===== src/rtl/rd_data_return.sv =====
// ============================================================================
// Module      : rd_data_return
// Description : Read-data return stage around the 8:1 bank-select mux:
//               request accept, registered select, capture FIFO, host return.
//               Optional macro RSP_PARITY_EN adds a per-entry data parity bit.
// Revision    : 1.0 - initial release
// ============================================================================
`default_nettype none

module rd_data_return #(
  parameter int unsigned DATA_W     = 64,
  parameter int unsigned SEL_W      = 3,
  parameter int unsigned TAG_W      = 4,
  parameter int unsigned FIFO_DEPTH = 4
) (
  input  logic                          clk,
  input  logic                          rst_n,
  input  logic                          req_valid,
  output logic                          req_ready,
  input  logic [SEL_W-1:0]              req_bank,
  input  logic [TAG_W-1:0]              req_tag,
  input  logic [(1<<SEL_W)-1:0]         refresh_busy,
  output logic [SEL_W-1:0]              mux_sel,
  input  logic [DATA_W-1:0]             mux_data,
  output logic                          rsp_valid,
  input  logic                          rsp_ready,
  output logic [DATA_W-1:0]             rsp_data,
  output logic [SEL_W-1:0]              rsp_bank,
  output logic [TAG_W-1:0]              rsp_tag,
  output logic [$clog2(FIFO_DEPTH):0]   fifo_count
`ifdef RSP_PARITY_EN
  ,
  output logic                          rsp_parity
`endif
);

  localparam int unsigned PTR_W = $clog2(FIFO_DEPTH);
  localparam int unsigned CNT_W = PTR_W + 1;
  localparam logic [CNT_W:0] DEPTH_OCC = (CNT_W+1)'(FIFO_DEPTH);

  logic               ready_en_q;
  logic               inflight_q, inflight_d;
  logic [SEL_W-1:0]   sel_q, sel_d;
  logic [SEL_W-1:0]   bank_q, bank_d;
  logic [TAG_W-1:0]   tag_q, tag_d;
  logic [PTR_W-1:0]   wr_ptr_q, wr_ptr_d;
  logic [PTR_W-1:0]   rd_ptr_q, rd_ptr_d;
  logic [CNT_W-1:0]   count_q, count_d;

  logic [DATA_W-1:0]  mem_data [FIFO_DEPTH];
  logic [SEL_W-1:0]   mem_bank [FIFO_DEPTH];
  logic [TAG_W-1:0]   mem_tag  [FIFO_DEPTH];
`ifdef RSP_PARITY_EN
  logic               mem_par  [FIFO_DEPTH];
`endif

  logic               w_accept;
  logic               w_push;
  logic               w_pop;
  logic [CNT_W:0]     w_occupancy;

  // Credit covers both buffered entries and the read still in the select stage.
  assign w_occupancy = {1'b0, count_q} + (CNT_W+1)'(inflight_q);
  assign req_ready   = ready_en_q && (w_occupancy < DEPTH_OCC) && !refresh_busy[req_bank];
  assign w_accept    = req_valid && req_ready;
  assign w_push      = inflight_q;
  assign w_pop       = rsp_valid && rsp_ready;

  always_comb begin
    inflight_d = w_accept;
    sel_d      = sel_q;
    bank_d     = bank_q;
    tag_d      = tag_q;
    if (w_accept) begin
      sel_d  = req_bank;
      bank_d = req_bank;
      tag_d  = req_tag;
    end
  end

  always_comb begin
    wr_ptr_d = wr_ptr_q;
    rd_ptr_d = rd_ptr_q;
    count_d  = count_q;
    if (w_push) wr_ptr_d = wr_ptr_q + PTR_W'(1);
    if (w_pop)  rd_ptr_d = rd_ptr_q + PTR_W'(1);
    case ({w_push, w_pop})
      2'b10:   count_d = count_q + CNT_W'(1);
      2'b01:   count_d = count_q - CNT_W'(1);
      default: count_d = count_q;
    endcase
  end

  always_ff @(posedge clk) begin
    if (!rst_n) begin
      ready_en_q <= 1'b0;
      inflight_q <= 1'b0;
      sel_q      <= '0;
      bank_q     <= '0;
      tag_q      <= '0;
      wr_ptr_q   <= '0;
      rd_ptr_q   <= '0;
      count_q    <= '0;
    end else begin
      ready_en_q <= 1'b1;
      inflight_q <= inflight_d;
      sel_q      <= sel_d;
      bank_q     <= bank_d;
      tag_q      <= tag_d;
      wr_ptr_q   <= wr_ptr_d;
      rd_ptr_q   <= rd_ptr_d;
      count_q    <= count_d;
    end
  end

  // Storage needs no reset: outputs are masked while the FIFO is empty.
  always_ff @(posedge clk) begin
    if (rst_n && w_push) begin
      mem_data[wr_ptr_q] <= mux_data;
      mem_bank[wr_ptr_q] <= bank_q;
      mem_tag[wr_ptr_q]  <= tag_q;
`ifdef RSP_PARITY_EN
      mem_par[wr_ptr_q]  <= ^mux_data;
`endif
    end
  end

  assign mux_sel    = sel_q;
  assign fifo_count = count_q;
  assign rsp_valid  = (count_q != '0);
  assign rsp_data   = rsp_valid ? mem_data[rd_ptr_q] : '0;
  assign rsp_bank   = rsp_valid ? mem_bank[rd_ptr_q] : '0;
  assign rsp_tag    = rsp_valid ? mem_tag[rd_ptr_q]  : '0;
`ifdef RSP_PARITY_EN
  assign rsp_parity = rsp_valid ? mem_par[rd_ptr_q]  : 1'b0;
`endif

endmodule

`default_nettype wire

===== config.mk =====
export PLATFORM = sky130hd
export DESIGN_NAME = rd_data_return
export DESIGN_NICKNAME = d
export VERILOG_FILES = /design/src/rtl/rd_data_return.sv
export SDC_FILE = /design/constraint.sdc
export NUM_CORES = 1
export LEC_CHECK = 0
export CAP_MARGIN = 30
export CORE_MARGIN = 2
export CORE_UTILIZATION = 54
export CTS_CLUSTER_DIAMETER = 60
export DETAILED_ROUTE_END_ITERATION = 10
export GPL_ROUTABILITY_DRIVEN = 0
export GPL_TIMING_DRIVEN = 0
export PLACE_DENSITY = 0.79
export SETUP_SLACK_MARGIN = 0.15
export SYNTH_ARGS = -nofsm -noshare
export SYNTH_HDL_FRONTEND = slang
export SYNTH_SLANG_ARGS = --single-unit

===== constraint.sdc =====
create_clock -name clk -period 4 [get_ports clk]
set_input_delay 0.8 -clock clk [delete_from_list [all_inputs] [get_ports clk]]
set_output_delay 0.8 -clock clk [all_outputs]
set_load 0.005 [all_outputs]

==> results.json <==
{
  "clock_latency_ps": 520,
  "crit_path_end_kind": "output pin",
  "postSynthAreaPerCell_um2": 21.2,
  "via_count": 5775,
  "drive_gt1_share_pct": 17.5,
  "grt_overflow": 0,
  "nNetsFinal": 830,
  "synth_seq_cells": 302,
  "synthTopCellsByCount": "edfxtp_1, and2_1, mux4_2",
  "synth_nets": 635,
  "drt_iter0_drc": 379,
  "ys_seq_area_share_pct": 76.7,
  "intPower_mw": 5.41,
  "post-route-min-period_ps": 3700,
  "cts-buffers-inserted": 29,
  "syn_area_um2": 11600,
  "crit_type": "reg -> out",
  "power_frac_seq_pct": 51.5,
  "antenna_found_initial": 0,
  "core-area_um2": 21000,
  "worst_pin_slew_ps": 669,
  "hold_class": "reg -> reg",
  "diodes": 0,
  "firstDrtPassIters": 4,
  "vias_per_cell": 5.58,
  "clkSlewWorstSetupHoldPaths_ps": 60,
  "post_drt_wl_per_cell_um": 21.2,
  "drc": 0,
  "dp_hpwl_um": 13700,
  "rsz0062_at_grt": "false",
  "cts_post_setup_buffers_inserted": 0,
  "vdd_drop_max_uv": 352,
  "postLayoutCellArea_um2": 14600,
  "rows": 53,
  "yosysWarnings": 0,
  "clock_skew_ps": 6.76,
  "start_util_pct": 55.1,
  "async_reset_ff_share_pct": 0,
  "cts_tree": "built",
  "ant_nets": 0,
  "ios": 162,
  "maxCapViolCount": 0,
  "yosysMostFrequentCell": "edfxtp_1",
  "die_area_um2": 22600,
  "hold_violations": 0,
  "h-tree-depth": 1,
  "outcome": "complete, no violations",
  "grt_pass1_wl_um": 33500,
  "grt_pass1_vias": 6115,
  "numPortBuffers": 160,
  "syn2layout_area_growth_pct": 25.7,
  "yosys-top-cells-area": "edfxtp_1, mux4_2, and2_1",
  "period_share_pct": 92.5,
  "arrival_ps": 2900,
  "grt_max_degree": 43,
  "crit_required_ps": 3200,
  "grtUsageTotal_pct": 19.7,
  "die_w_um": 150,
  "clkPwrFrac_pct": 37.8,
  "synth_largest_area_cell": "edfxtp_1",
  "cts_sinks": 302,
  "switching_share_pct": 20.1,
  "fill_cells": 1323,
  "postSynthCellCount": 546,
  "combPwrFrac_pct": 10.7,
  "slew_violations": 0,
  "synth-edff-count": 284,
  "p_leak_nw": 4.62,
  "clockBufferDepth": 3,
  "routed_wirelength_um": 21900,
  "synth_top_area_share_pct": 73.6,
  "start_kind": "flop",
  "placed_area_um2": 13700,
  "synth_cell_type_count": 26,
  "power_switching_mw": 1.37,
  "fin_hold_ws_ps": 523,
  "die-height_um": 150,
  "crit_fanout": 10,
  "slew_headroom_pct": 55.4,
  "setup_viol": 0,
  "fmax_ghz": 0.270,
  "cts_root_buffer": "clkbuf_16",
  "powerDensity_nw_per_um2": 465,
  "synthFlopType": "edfxtp_1"
}
[kinds of logic after synthesis]
family | Yosys count | share of synthesized area [%]
buf+inv | 36 | 1.31
mux | 83 | 14.8
compound gates | 6 | 0.540
flops | 302 | 76.7
simple gates | 108 | 5.49
xor+xnor | 5 | 0.378
fa+ha+maj | 6 | 0.713
[layer usage]
layer	track usage (%)	vias up	share of wire, %
met5	0	-	0
met4	4.72	0	2.0
met3	3.58	39	6.4
met2	34.0	186	52
met1	26.3	2981	40
li1	-	2569	-
[worst paths after layout]
path | from | endpoint | slack, ps | cells past startpoint
setup / recovery | flop | rsp_data[46] | 300 | 5
hold / removal | bank_q[1] | bank_q[1] | 520 | 2
setup reg to reg | fifo_count[0] | fifo_count[2] | 1850 | 8
hold reg to reg | bank_q[1] | bank_q[1] | 520 | 2
[timing repair]
| item | 4_1_cts | 5_1_grt |
|---|---|---|
| hold buffers | 0 | 0 |
| endpoints found under the setup margin | 0 | 67 |
| endpoints found under the hold margin | 0 | 0 |
| resized for setup | 0 | 14 |
[area by class of cell]
class                   instances  area, um2  area share (%)
clock buffers                  34        744            5.11
clock inverters                16        146            1.01
inverters                       7       26.3           0.180
well taps                     275        344            2.36
flip-flops and latches        302       8890            61.1
multi-input cells             208       2560            17.6
plain buffers                  29        134           0.920
repair buffers                164       1710            11.8
[sequential cells by signal (all words and copies together) (netlist names), named ones only]
register    count
wr_ptr_q        2
rd_ptr_q        2
tag_q           4
fifo_count      3
bank_q          3
mem_data      256
mem_bank       12
ready_en_q      1
mem_tag        16
inflight_q      1
[placed cells by master (no fill, tap or decap), types with 2 or more instances in the layout]
cell             netlist  final
edfxtp_1             284    284
clkdlybuf4s50_1        0    160
and2_1                76     76
mux4_2                71     71
clkbuf_16              0     29
clkbuf_1              21     19
dfxtp_1               18     18
nand2_1               15     15
mux2i_1               12     12
clkinv_1               0      9
inv_1                  7      7
clkbuf_2               0      7
buf_2                  7      7
ha_1                   5      5
and3_4                 0      4
nor2b_1                4      4
buf_16                 0      4
nand3_1                3      3
xnor2_1                3      3
clkinv_2               0      3
bufinv_16              0      3
or3_1                  2      2
nand3b_1               2      2
xor2_1                 2      2
o21ai_0                2      2
[power by group through the flow]
stage	Sequential, mW	Clock [mW]	Combinational [mW]
final	3.49	2.56	0.725
after global routing	3.49	2.73	0.788
after CTS	3.49	2.62	0.739
after detailed placement	3.55	0	0.734
after global placement	3.55	0	0.718
after floorplan	3.55	0	0.333
[per-stage QoR]
| step | total power, mW | instances | TNS [ps] | util [%] | setup WS [ps] |
|---|---|---|---|---|---|
| floorplan | 3.88 | 546 | 0 | - | 798 |
| global placement | 4.27 | 981 | -285600 | 64.4 | -1030 |
| detailed placement | 4.29 | 985 | 0 | 65.0 | 731 |
| CTS | 6.84 | 1035 | 0 | 69.2 | 156 |
| global route | 7.01 | 1035 | 0 | 69.3 | 161 |
| finish | 6.78 | 1035 | 0 | 69.3 | 298 |
[critical path, stage by stage (launching register included)]
cell             delay [ps]
dfxtp_1                 300
clkbuf_1                510
clkbuf_1                530
mux4_2                  420
and2_1                  180
clkdlybuf4s50_1         440
Power figures use the tool's default switching activity.
